===== config.mk =====
export PLATFORM = sky130hd
export DESIGN_NAME = xintf_dpbram_bridge
export DESIGN_NICKNAME = d
export VERILOG_FILES = /design/src/rtl/xintf_dpbram_bridge.sv
export SDC_FILE = /design/constraint.sdc
export NUM_CORES = 1
export LEC_CHECK = 0
export CAP_MARGIN = 20
export CORE_MARGIN = 10
export CORE_UTILIZATION = 55
export CTS_CLUSTER_DIAMETER = 200
export DETAILED_ROUTE_END_ITERATION = 10
export DONT_BUFFER_PORTS = 1
export PLACE_DENSITY = 0.7
export SLEW_MARGIN = 40
export SYNTH_ARGS = -nofsm -noshare
export SYNTH_HDL_FRONTEND = slang
export SYNTH_SLANG_ARGS = --single-unit

===== constraint.sdc =====
create_clock -name i_clk -period 7.9 [get_ports i_clk]
set_clock_uncertainty 0.15 [all_clocks]
set_input_delay 0.395 -clock i_clk [delete_from_list [all_inputs] [get_ports i_clk]]
set_output_delay 0.395 -clock i_clk [all_outputs]
set_load 0.05 [all_outputs]

===== src/rtl/xintf_dpbram_bridge.sv =====
// xintf_dpbram_bridge
// Synchronous bridge from the asynchronous DSP XINTF bus to dual-port block RAMs.
// The bus strobes are synchronised, and each access becomes one FSM transaction
// that issues exactly one single-cycle RAM pulse. When waveform mode is latched,
// reads are served from the waveform RAM and writes are rejected and flagged.
module xintf_dpbram_bridge #(
   parameter int AW          = 9,
   parameter int DW          = 16,
   parameter int SYNC_STAGES = 2,
   parameter int RD_LAT      = 1,
   parameter int CNT_W       = 16
) (
   input  logic             i_clk,
   input  logic             i_rst,
   input  logic             i_wf_en,
   input  logic             i_dsp_ce,
   input  logic             i_dsp_we,
   input  logic             i_dsp_rd,
   input  logic [AW-1:0]    i_dsp_xa,
   input  logic [DW-1:0]    i_dsp_xd,
   output logic [DW-1:0]    o_dsp_xd,
   output logic             o_dsp_xd_oe,
   output logic [AW-1:0]    o_w_ram_addr,
   output logic             o_w_ram_ce,
   output logic             o_w_ram_we,
   output logic [DW-1:0]    o_w_ram_din,
   output logic [AW-1:0]    o_r_ram_addr,
   output logic             o_r_ram_ce,
   input  logic [DW-1:0]    i_r_ram_dout,
   output logic [AW-1:0]    o_wf_ram_addr,
   output logic             o_wf_ram_ce,
   input  logic [DW-1:0]    i_wf_ram_dout,
   output logic [CNT_W-1:0] o_wr_cnt,
   output logic [CNT_W-1:0] o_rd_cnt,
   output logic             o_err,
   output logic             o_busy
);

   typedef enum logic [2:0] {
      S_IDLE,
      S_RD_ISSUE,
      S_RD_WAIT,
      S_RD_HOLD,
      S_WR_HOLD,
      S_WR_COMMIT
   } state_t;

   state_t r_state, w_state_next;

   logic [SYNC_STAGES-1:0] r_ce_sync, r_we_sync, r_rd_sync;
   logic [SYNC_STAGES-1:0] r_settle;
   logic                   r_armed;
   logic [AW-1:0]          r_addr;
   logic [DW-1:0]          r_din;
   logic                   r_wf;
   logic [2:0]             r_lat_cnt;
   logic [DW-1:0]          r_xd;
   logic                   r_err;
   logic [CNT_W-1:0]       r_wr_cnt, r_rd_cnt;

   logic w_ce_s, w_we_s, w_rd_s;
   logic w_wr_act, w_rd_act;
   logic w_start;
   logic w_conflict, w_rd_capture, w_rd_done, w_wr_commit, w_wf_wr_err;

   assign w_ce_s   = r_ce_sync[SYNC_STAGES-1];
   assign w_we_s   = r_we_sync[SYNC_STAGES-1];
   assign w_rd_s   = r_rd_sync[SYNC_STAGES-1];
   assign w_wr_act = ~w_ce_s & ~w_we_s;
   assign w_rd_act = ~w_ce_s & ~w_rd_s;

   // Strobe synchronisers; they reset to the idle (high) bus level. r_settle marks
   // when the synchronisers have fully refilled from the pins after reset.
   always_ff @(posedge i_clk or posedge i_rst) begin
      if (i_rst) begin
         r_ce_sync <= '1;
         r_we_sync <= '1;
         r_rd_sync <= '1;
         r_settle  <= '0;
      end else begin
         r_ce_sync <= {r_ce_sync[SYNC_STAGES-2:0], i_dsp_ce};
         r_we_sync <= {r_we_sync[SYNC_STAGES-2:0], i_dsp_we};
         r_rd_sync <= {r_rd_sync[SYNC_STAGES-2:0], i_dsp_rd};
         r_settle  <= {r_settle[SYNC_STAGES-2:0], 1'b1};
      end
   end

   // FSM state register.
   always_ff @(posedge i_clk or posedge i_rst) begin
      if (i_rst) r_state <= S_IDLE;
      else       r_state <= w_state_next;
   end

   // Next-state decode plus single-cycle event strobes for the datapath.
   always_comb begin
      w_state_next = r_state;
      w_conflict   = 1'b0;
      w_rd_capture = 1'b0;
      w_rd_done    = 1'b0;
      w_wr_commit  = 1'b0;
      w_wf_wr_err  = 1'b0;
      case (r_state)
         S_IDLE: begin
            if (r_armed) begin
               if (w_rd_act && w_wr_act) w_conflict   = 1'b1;
               else if (w_rd_act)        w_state_next = S_RD_ISSUE;
               else if (w_wr_act)        w_state_next = S_WR_HOLD;
            end
         end
         S_RD_ISSUE: begin
            if (w_ce_s) w_state_next = S_IDLE;
            else        w_state_next = S_RD_WAIT;
         end
         S_RD_WAIT: begin
            if (w_ce_s) begin
               w_state_next = S_IDLE;
            end else if (r_lat_cnt == 3'(RD_LAT - 1)) begin
               w_rd_capture = 1'b1;
               w_state_next = S_RD_HOLD;
            end
         end
         S_RD_HOLD: begin
            if (!w_rd_act) begin
               w_rd_done    = 1'b1;
               w_state_next = S_IDLE;
            end
         end
         S_WR_HOLD: begin
            if (!w_wr_act) w_state_next = S_WR_COMMIT;
         end
         S_WR_COMMIT: begin
            if (r_wf) w_wf_wr_err = 1'b1;
            else      w_wr_commit = 1'b1;
            w_state_next = S_IDLE;
         end
         default: w_state_next = S_IDLE;
      endcase
   end

   assign w_start = (r_state == S_IDLE) && (w_state_next != S_IDLE);

   // Transaction datapath: address/data capture, read latency count, read data,
   // sticky error, saturating counters and the post-reset arming flag.
   always_ff @(posedge i_clk or posedge i_rst) begin
      if (i_rst) begin
         r_armed   <= 1'b0;
         r_addr    <= '0;
         r_din     <= '0;
         r_wf      <= 1'b0;
         r_lat_cnt <= '0;
         r_xd      <= '0;
         r_err     <= 1'b0;
         r_wr_cnt  <= '0;
         r_rd_cnt  <= '0;
      end else begin
         // A strobe still held low across reset release is not a new access.
         if (r_settle[SYNC_STAGES-1] && !w_wr_act && !w_rd_act) r_armed <= 1'b1;
         if (w_start) r_wf <= i_wf_en;
         if (w_start || (r_state == S_WR_HOLD && w_wr_act)) begin
            r_addr <= i_dsp_xa;
            r_din  <= i_dsp_xd;
         end
         if (r_state == S_RD_ISSUE)     r_lat_cnt <= '0;
         else if (r_state == S_RD_WAIT) r_lat_cnt <= r_lat_cnt + 3'd1;
         if (w_rd_capture) r_xd <= r_wf ? i_wf_ram_dout : i_r_ram_dout;
         if (w_conflict || w_wf_wr_err) r_err <= 1'b1;
         if (w_wr_commit && (r_wr_cnt != {CNT_W{1'b1}})) r_wr_cnt <= r_wr_cnt + CNT_W'(1);
         if (w_rd_done && (r_rd_cnt != {CNT_W{1'b1}}))   r_rd_cnt <= r_rd_cnt + CNT_W'(1);
      end
   end

   // RAM ports are zero except in the single cycle that pulses them.
   assign o_r_ram_ce    = (r_state == S_RD_ISSUE) && !r_wf;
   assign o_r_ram_addr  = o_r_ram_ce ? r_addr : '0;
   assign o_wf_ram_ce   = (r_state == S_RD_ISSUE) && r_wf;
   assign o_wf_ram_addr = o_wf_ram_ce ? r_addr : '0;
   assign o_w_ram_ce    = w_wr_commit;
   assign o_w_ram_we    = w_wr_commit;
   assign o_w_ram_addr  = w_wr_commit ? r_addr : '0;
   assign o_w_ram_din   = w_wr_commit ? r_din : '0;

   // Output enable drops in the same cycle the synchronised RD or CE releases.
   assign o_dsp_xd_oe = (r_state == S_RD_HOLD) && w_rd_act;
   assign o_dsp_xd    = r_xd;
   assign o_wr_cnt    = r_wr_cnt;
   assign o_rd_cnt    = r_rd_cnt;
   assign o_err       = r_err;
   assign o_busy      = (r_state != S_IDLE);

endmodule


Yosys cells after proc, flatten, opt, wreduce, memory -nomap -nowiden
Cells that the tools add are included.
{ "word_totals": {"word_cells": 78, "output_inout_bits": 98, "register_bits": 90, "input_bits": 63} }
{ "op_classes": {"eq_ne": 7, "add_sub_neg": 3, "reduce_logical": 20, "n_mux": 29, "bitwise_logic": 5} }
{ "op_table": {"columns": ["op", "n"], "rows": [
  ["adder 16 x 1 -> 16 bit, second input constant", 2],
  ["two-way mux 16 bit", 2],
  ["inequality test 16 bit, second input constant", 2],
  ["two-way mux 3 bit", 10],
  ["two-way mux 9 bit", 3],
  ["case mux 3 bit (5 select lines)", 1],
  ["two-way mux 1 bit", 12],
  ["logical AND 1 bit", 10],
  ["== test 3 x 2 -> 1 bit, second input constant", 2],
  ["== test 3 bit, second input constant", 2],
  ["zero test 3 bit", 2],
  ["nonzero test 3 bit", 2],
  ["adder 3 x 1 -> 3 bit, second input constant", 1],
  ["== test 3 x 1 -> 1 bit, second input constant", 1],
  ["zero test 1 bit", 3],
  ["NOT 1 bit", 3],
  ["bitwise AND 1 bit", 2],
  ["logical OR 1 bit", 2],
  ["two-way mux 2 bit", 1],
  ["nonzero test 2 bit", 1]
]} }

Logic depth before layout (Yosys ltp)
Gate-level depths: netlist (run 1).
{ "depth": {"depth_word": 10, "depth_mapped": 7} }

Least setup slack after synthesis (run 1)
Ideal clock, no wire load.
{ "synth_timing": {"path_kind": "register -> output", "start": "register r_state[2]", "end": "output port o_r_ram_addr[0]", "slack_ns": 4.947, "t_required_ns": 7.355, "path_buffers": 1, "arrival_time_ns": 2.408, "path_stages_with_launch": 4, "path_cell_list": "dfrtp_1 > clkbuf_1 > nor4b_2 > and2_1"} }
{ "synth_via": {"elab_chain_cells": 3} }
{ "synth_lines": {"columns": ["element", "line_no", "text"], "rows": [
  ["start: declaration", "48", "state_t r_state, w_state_next;"],
  ["start signal: assignment", "91", "else r_state <= w_state_next;"],
  ["== test 3 x 1 -> 1 bit", "173", "assign o_r_ram_ce = (r_state == S_RD_ISSUE) && !r_wf;"],
  ["logical AND 1 bit", "173", null],
  ["net o_r_ram_ce", "28", "output logic o_r_ram_ce,"],
  ["two-way mux 9 bit", "174", "assign o_r_ram_addr = o_r_ram_ce ? r_addr : '0;"],
  ["end: declaration", "27", "output logic [AW-1:0] o_r_ram_addr,"]
]} }
The timed path passes the listed nets, and every way through them passes these cells.

Worst setup path in the final report (run 1)
{ "layout_timing": {"start": "register r_wf", "end": "output port o_wf_ram_addr[4]"} }
{ "layout_via": {"elab_chain_cells": 2} }
{ "layout_lines": {"columns": ["element", "line_no", "text"], "rows": [
  ["start: declaration", "55", "logic r_wf;"],
  ["start signal: assignment", "158", "if (w_start) r_wf <= i_wf_en;"],
  ["logical AND 1 bit", "175", "assign o_wf_ram_ce = (r_state == S_RD_ISSUE) && r_wf;"],
  ["net o_wf_ram_ce", "31", "output logic o_wf_ram_ce,"],
  ["two-way mux 9 bit", "176", "assign o_wf_ram_addr = o_wf_ram_ce ? r_addr : '0;"],
  ["end: declaration", "30", "output logic [AW-1:0] o_wf_ram_addr,"]
]} }
The timed path passes the listed nets, and every way through them passes these cells.

==> impl_metrics.toml, run 1 <==
[critical_path]
crit_type = "reg -> out"
cp-end-kind = "output port"
r2r-end = "o_rd_cnt[1]"
crit_required_ps = 7360
start_kind = "flop"
cp_max_fo = 21
cp-startpoint = "r_wf"
crit_end = "o_wf_ram_addr[4]"
reg2reg_depth = 5
r2r_setup_slack_ps = 5270
cp.arrival_ps = 2500
rr_startpoint = "o_rd_cnt[0]"
cp_cell_sequence = "and4_1, and2_1"
cpMaxStageDelayCell = "and4_1"
cpPeakStageDelay_ps = 840

[timing]
hold_ws_ps = -4.27
relSlewSlack_pct = 44.0
maxSlewViolCount = 0
fmax_ghz = 0.329
setup_viol = 0
rsz0062_at_grt = "false"
min_period_over_period_pct = 38.5
fin_ws_ps = 4860
hold_viol_final = 13
layout_min_cycle_time_ps = 3040
fin_setup_tns_ps = 0
tightest_slew_ps = 840

[pwr]
p_switching_uw = 789
p_leak_uw = 0.00201
cellInternalPower_uw = 923
p_sw_share_pct = 46.1
power.total_uw = 1710
irDropWorstVdd_mv = 0.224
pwr-share-seq_pct = 54.1
p_clk_share_pct = 15.4
comb_power_share_pct = 30.5
p_per_area_nw_per_um2 = 370

[finish]
n_antenna_cell = 0
finish.utilization_pct = 59.9
area_growth_pct = 6.26
n_fill_cell = 648
drive_above_1_share_pct = 16.2
final_common_cell = "dfrtp_1"
finalNetCount = 463
finalInstanceArea_sq_um = 4630
layout_common_cells = "83 x dfrtp_1, 43 x and2_1, 33 x mux2_2, 31 x nor2_1, 20 x a21oi_1"

[cts]
cts_tree = "built"
clk_latency_ps = 340
clock_path_buffers = 2
cts_resized = 0
cts_root_buffer = "clkbuf_8"
clock_sinks = 90
cts-buffers-inserted = 9
clkTransAtPathRegs_ps = 80
htreeDepth = 3

[placed_design]
post-dp-hpwl_microns = 7190
pre_cts_ws_ps = 5130
numPortBuffers = 0
post_dp_cell_area_sq_um = 4430
gp_congestion = 0.798

[routing]
antenna_left = 0
dr.first_iter.drc_count = 133
firstDrtPassIters = 4
drc = 0
viasPerCell = 5.83
wl_per_cell_microns = 19.3
totalWireLength_microns = 9720
dr_total_vias = 2931

[yosys]
synth_cell_types = 48
synth_warnings = 0
synth_top_cells_by_area = "dfrtp_1 48%, mux2_2 8.5%, and2_1 6.2%"
synth_edf_count = 0
yosysSeqAreaShare_pct = 51.9
yosys.area.top_type_share_pct = 48.2
synth_ff_type = "dfrtp_1"
synth.cell_area_sq_um = 4360
syn_inst = 397
synth_top_area_cell = "dfrtp_1"
synthesis.nets = 464
synthArstFlopShare_pct = 100
synth_area_per_cell_sq_um = 11.0
ys_seq_elements = 90

[die]
die_h_microns = 109
dieWidth_microns = 109
io_pins = 161
dieArea_sq_um = 11900
core_sq_um = 7730
start_util_pct = 56.4
rows = 32

[worst_hold_path]
hold_class = "in -> async"

[run_status]
status = "finished, violations left"
failed_checks = "hold timing"

[job]
drv_cap = 0

[global_routing]
grt_pass1_wl_microns = 15000
grtUsageTotal_pct = 15.7
grt_max_degree = 91
grt_antenna_before_repair = 0
first_global_vias = 2874
gr-total-overflow = 0
## layout make-up
cell class                 instances  area [sq um]  area share, %
clock buffer                      13           139           3.00
clock inverter                     3          17.5          0.378
inverter                          12          46.3           1.00
multi-input combinational        276          1960           42.4
sequential                        90          2260           48.8
tap                              102           128           2.76
timing repair buffer               7          73.8           1.59
## cell families after synthesis
family	count (synthesis)	synth area share, %
xor+xnor	21	4.22
mux	50	12.4
fa+ha+maj	4	1.15
compound gates	48	6.86
flops	90	51.9
buf+inv	31	3.27
other cells	1	0.0861
simple gates	152	20.1
## routing by layer
layer | wire, microns | vias up | GRT usage [%] | share of wire (%)
met3 | 1050 | 9 | 6.43 | 11
met2 | 4680 | 125 | 24.9 | 48
met4 | 99 | 0 | 4.33 | 1.0
li1 | - | 1387 | - | -
met1 | 3890 | 1410 | 19.3 | 40
met5 | 0 | - | 0 | 0
## through the flow
| step | hold WS [ps] | instances |
|---|---|---|
| global placement | 184 | 483 |
| finish | -4.27 | 503 |
| global route | 16.0 | 503 |
| CTS | 24.3 | 502 |
| floorplan | 181 | 397 |
| detailed placement | 199 | 483 |
## flip-flops by register name, indices dropped and copies added (netlist names)
name       count
o_dsp_xd      16
o_err          1
o_rd_cnt      16
o_wr_cnt      16
r_addr         9
r_armed        1
r_ce_sync      2
r_din         16
r_lat_cnt      3
r_rd_sync      2
r_settle       2
r_state        3
r_we_sync      2
r_wf           1
## repair_timing
action / in CTS / in global routing
hold endpoints to repair: 3 / 0
hold buffers: 3 / 0
buffers inserted: 0 / 0
## power groups by stage
stage               logic (uW)  clock network, uW  registers (uW)
global route               573                295             954
floorplan                  515                  0             853
global placement           510                  0             931
finish                     523                263             926
detailed placement         522                  0             938
CTS                        522                271             930
## cells in the mapped netlist, drive strengths merged, types with 6 or more instances
master and instances:
inv 12, and2 43, a31oi 8, buf 7, mux2i 17, dfstp 6
nor4 9, o21ai 9, mux2 33, clkbuf 12, nand2 17, dfrtp 84
nor2 31, a21oi 20, xor2 18, nor3 11, nand4 12, nand3 9
## critical path: cells and delay by family, from the launching register on
kind | cells | cell delay [ps]
simple gates | 2 | 1390
flops | 1 | 750
## worst min path at each step
stage                               to  slack [ps]  depth (start not counted)
after floorplan            r_settle[1]         180                          0
after global placement     r_settle[1]         180                          0
after detailed placement  r_rd_sync[1]         200                          0
after CTS                 o_wr_cnt[14]          20                          2
after global routing          r_din[0]          20                          1
final                         r_din[9]          -4                          2
Note: power is estimated with default switching activity, not from simulation.
==> run 2, diff against run 1 <==
ABC_AREA = 1   (was unset)
clock period = 2.95 ns   (was 7.9 ns; I/O delays follow)
==> impl_metrics.toml, run 2 <==
[yosys]
synth.cell_area_sq_um = 4520
synth_area_per_cell_sq_um = 8.01
syn_inst = 564
synthArstFlopShare_pct = 100
synth_edf_count = 0
synth_top_area_cell = "dfrtp_1"
ys_seq_elements = 90
synth_warnings = 0
yosysSeqAreaShare_pct = 50.0
synth_cell_types = 31
synthesis.nets = 631
yosys.area.top_type_share_pct = 46.5
synth_top_cells_by_area = "dfrtp_1 47%, nand2_1 12%, nor2_1 7.4%"
synth_commonest_cells = "147 x nand2_1, 89 x nor2_1, 84 x dfrtp_1"
synth_ff_type = "dfrtp_1"
post-synth-top-count-cell = "nand2_1"

[timing]
min_period_over_period_pct = 87.4
fmax_ghz = 0.388
hold_viol_final = 0
rsz0062_at_grt = "false"
layout_min_cycle_time_ps = 2580
maxSlewViolCount = 0
relSlewSlack_pct = 58.9
fin_ws_ps = 372
tightest_slew_ps = 617
fin_setup_tns_ps = 0
setup_viol = 0

[routing]
drc = 0
antenna_left = 0
wl_per_cell_microns = 15.8
totalWireLength_microns = 12700
viasPerCell = 5.24
dr.first_iter.drc_count = 236
firstDrtPassIters = 5
dr_total_vias = 4200

[cts]
cts-buffers-inserted = 9
cts_root_buffer = "clkbuf_8"
clock_path_buffers = 2
clk_latency_ps = 350
clock_sinks = 90
htreeDepth = 3
post-cts-setup-buffer-count = 0
cts_tree = "built"
clkTransAtPathRegs_ps = 90

[critical_path]
cpMaxStageDelayCell = "dfrtp_1"
cp-startpoint = "r_wf"
cp-end-kind = "output port"
cp_max_fo = 18
crit_buf_inv = 4
cp_cell_sequence = "buf_4, clkinvlp_4, nor2_1, clkinv_1, nor2_1, buf_4"
cpPeakStageDelay_ps = 390
crit_required_ps = 2650
critical_path.top_delay_family = "buffers and inverters"
cp.arrival_ps = 2280
start_kind = "flop"
crit_type = "reg -> out"
rr_startpoint = "o_wr_cnt[3]"

[placed_design]
post-dp-hpwl_microns = 8840
gp_congestion = 0.906
pre_cts_ws_ps = 576
numPortBuffers = 0

[pwr]
p_per_area_nw_per_um2 = 891
irDropWorstVdd_mv = 0.547
p_leak_uw = 0.00287

[die]
core_sq_um = 8090
start_util_pct = 55.8
io_pins = 161
die_h_microns = 111
rows = 33
dieWidth_microns = 111
dieArea_sq_um = 12200

[finish]
final_common_cell = "nand2_1"
layout_common_cells = "147 x nand2_1, 88 x nor2_1, 84 x dfrtp_1, 73 x buf_4, 62 x dlygate4sd3_1"
finalNetCount = 757
n_fill_cell = 584
area_growth_pct = 30.9
drive_above_1_share_pct = 17.3

[global_routing]
use_met2_pct = 34.4
grt_max_degree = 60
globalRouteMet1Util_pct = 23.2
grt_antenna_before_repair = 1
grtUsageTotal_pct = 20.3
grt_pass1_wl_microns = 21100
gr-total-overflow = 0
first_global_vias = 4289
use_met3_pct = 6.06
top_usage_layer = "met2"

[run_status]
status = "completed"

[job]
drv_cap = 0

[worst_hold_path]
hold_class = "in -> async"
-- run 2: cell types whose count changed after synthesis, moves of 8 or more --
cell	previous run	this run
a21oi_1	20	0
a31oi_1	7	17
and2_1	43	0
inv_1	12	56
mux2_2	33	0
mux2i_1	17	0
nand2_1	17	147
nand2_2	0	12
nand3_1	9	45
nor2_1	31	89
nor4_1	8	0
-- run 2: cell type report --
| cell class | count | area [sq um] | share of cell area, % |
|---|---|---|---|
| Antenna cell | 1 | 2.50 | 0.0423 |
| Clock buffer | 11 | 131 | 2.22 |
| Clock inverter | 5 | 78.8 | 1.33 |
| Inverter | 62 | 241 | 4.08 |
| Multi-Input combinational cell | 392 | 1900 | 32.1 |
| Sequential cell | 90 | 2260 | 38.2 |
| Tap cell | 105 | 131 | 2.22 |
| Timing Repair Buffer | 135 | 1170 | 19.8 |
-- run 2: power by group --
part	internal (uW)	switching [uW]
registers	1580	584
clock network	478	429
logic	731	1470
-- run 2: final timing paths --
path                                         end  slack, ps  depth (start not counted)
worst max register to register       o_wr_cnt[8]        530                          9
worst max-delay path            o_wf_ram_addr[4]        370                          6
worst min-delay path                 o_rd_cnt[7]        170                          2
min in group i_clk                  r_rd_sync[1]        200                          0
max in group asynchronous             r_state[1]       1910                          3
worst min register to register      r_rd_sync[1]        200                          0
-- run 2: repair_timing --
item	CTS	global route
setup endpoints to repair	0	1
resized for setup	0	1
hold buffers	62	0
endpoints found under the hold margin	119	0
-- run 2: cell families (layout without fill, tap and decap cells) --
logic type / Yosys count / count (layout) / synth area share [%]
compound gates: 35 / 35 / 4.46
buf+inv: 82 / 213 / 8.00
flops: 90 / 90 / 50.0
other cells: 1 / 2 / 0.0830
fa+ha+maj: 4 / 4 / 1.11
xor+xnor: 30 / 30 / 5.81
simple gates: 322 / 322 / 30.5
-- run 2: metrics by stage --
step | cell area (sq um) | hold slack, ps | util (%) | cells | total power, uW
detailed placement | 5080 | -56.1 | 62.7 | 722 | 4140
CTS | 5910 | 177 | 73.0 | 800 | 5250
global route | 5910 | 183 | 73.1 | 801 | 5610
floorplan | 4520 | 1.98 | - | 564 | 3740
finish | 5910 | 167 | 73.1 | 801 | 5270
global placement | 5070 | 2.25 | 62.7 | 722 | 4070
-- run 2: per-layer routing --
metal  wire [microns]  share of wire, %
met1             4950                39
met2             6390                50
met5                0                 0
met3              950               7.5
met4              396               3.1
==> run 3, diff against run 2 <==
REMOVE_ABC_BUFFERS = 1   (was unset)
==> impl_metrics.toml, run 3 (same netlist as run 2, synthesis figures left out) <==
[run_status]
status = "completed"

[pwr]
p_clk_share_pct = 16.0
p_leak_uw = 0.00286
pwr-share-seq_pct = 41.4
cellInternalPower_uw = 2710
p_per_area_nw_per_um2 = 880
p_sw_share_pct = 47.7
comb_power_share_pct = 42.6
irDropWorstVdd_mv = 0.444
p_switching_uw = 2480

[timing]
rsz0062_at_grt = "false"
setup_viol = 0
layout_min_cycle_time_ps = 2600
relSlewSlack_pct = 54.0
maxSlewViolCount = 0
fmax_ghz = 0.385
hold_ws_ps = 191
fin_setup_tns_ps = 0
hold_viol_final = 0
tightest_slew_ps = 689
min_period_over_period_pct = 88.2

[worst_hold_path]
hold_class = "in -> reg"

[cts]
post-cts-setup-buffer-count = 0
cts_tree = "built"
clkTransAtPathRegs_ps = 80
htreeDepth = 3
clock_path_buffers = 2
clock_sinks = 90
cts_root_buffer = "clkbuf_8"
cts-buffers-inserted = 9
clk_latency_ps = 350

[placed_design]
numPortBuffers = 0
gp_congestion = 0.867
placedCellCount = 722
post-dp-hpwl_microns = 8890

[job]
drv_cap = 0

[global_routing]
use_met2_pct = 35.3
grtUsageTotal_pct = 20.4
top_usage_layer = "met2"
gr-total-overflow = 0
grt_pass1_wl_microns = 21100
use_met3_pct = 6.55
globalRouteMet1Util_pct = 22.7
grt_max_degree = 53
grt_antenna_before_repair = 0
first_global_vias = 4261

[critical_path]
rr_startpoint = "o_wr_cnt[5]"
cp.arrival_ps = 2300
cp-startpoint = "r_wf"
crit_buf_inv = 4
crit_cells = 6
cp-end-kind = "output port"
reg2reg_depth = 9
crit_required_ps = 2650
start_kind = "flop"
crit_end = "o_wf_ram_addr[0]"
cpMaxStageDelayCell = "dfrtp_1"
crit_type = "reg -> out"
cp_cell_sequence = "buf_4, clkinvlp_4, nor2_1, clkinv_1, nor2_1, buf_4"
cp_max_fo = 18
critical_path.top_delay_family = "buffers and inverters"
cpPeakStageDelay_ps = 390
r2r-end = "o_wr_cnt[11]"
r2r_setup_slack_ps = 530

[finish]
drive_above_1_share_pct = 17.4
final_common_cell = "nand2_1"
finish.utilization_pct = 72.9
final_cells = 799
n_antenna_cell = 0
finalNetCount = 757
seq_area_sq_um = 2260
layout_common_cells = "147 x nand2_1, 88 x nor2_1, 84 x dfrtp_1, 72 x buf_4, 62 x dlygate4sd3_1"
multi_input_area_sq_um = 1900
n_fill_cell = 620
area_growth_pct = 30.6

[routing]
drc = 0
totalWireLength_microns = 12900
wl_per_cell_microns = 16.2
dr.first_iter.drc_count = 245
antenna_left = 0
firstDrtPassIters = 5
dr_total_vias = 4189
viasPerCell = 5.24

[die]
start_util_pct = 55.8
dieWidth_microns = 111
dieArea_sq_um = 12200
core_sq_um = 8090
die_h_microns = 111
rows = 33
io_pins = 161
## run 3: what timing repair did
action	4_1_cts	5_1_grt
endpoints found under the setup margin	0	3
hold buffers	62	0
hold endpoints to repair	83	0
resized for setup	0	1
## run 3: cell type report
type	count	area share [%]
clock buffers	10	2.33
clock inverters	5	0.933
inverters	62	4.03
multi-input cells	392	32.2
flip-flops and latches	90	38.3
well taps	105	2.23
repair buffers	135	20.0
## run 3: metal layers
| metal | part of all wire, % | wire [microns] |
|---|---|---|
| met1 | 39 | 5100 |
| met2 | 50 | 6510 |
| met3 | 7.8 | 1010 |
| met4 | 2.5 | 320 |
| met5 | 0 | 0 |
## run 3: worst min path at each step
| stage | cells after the start | slack, ps | start | to |
|---|---|---|---|---|
| CTS | 1 | 170 | i_dsp_rd | r_rd_sync[0] |
| finish | 1 | 190 | i_dsp_rd | r_rd_sync[0] |
| global route | 1 | 180 | i_dsp_rd | r_rd_sync[0] |
| detailed placement | 0 | 2 | i_dsp_rd | r_rd_sync[0] |
| floorplan | 0 | 2 | i_dsp_ce | r_ce_sync[0] |
| global placement | 0 | 2 | i_dsp_ce | r_ce_sync[0] |
## run 3: power groups by stage
stage | combinational [uW] | sequential, uW | clock, uW
floorplan | 1330 | 2260 | 0
global placement | 1910 | 2150 | 0
detailed placement | 1980 | 2170 | 0
CTS | 2190 | 2140 | 850
global route | 2430 | 2200 | 897
finish | 2210 | 2150 | 831
## run 3: stage by stage
step	total power (uW)	worst slack, ps	instance area, sq um
after detailed placement	4150	528	5090
after CTS	5180	175	5900
after global routing	5530	180	5900
after floorplan	3590	-520	4390
final	5190	349	5900
after global placement	4070	683	5090
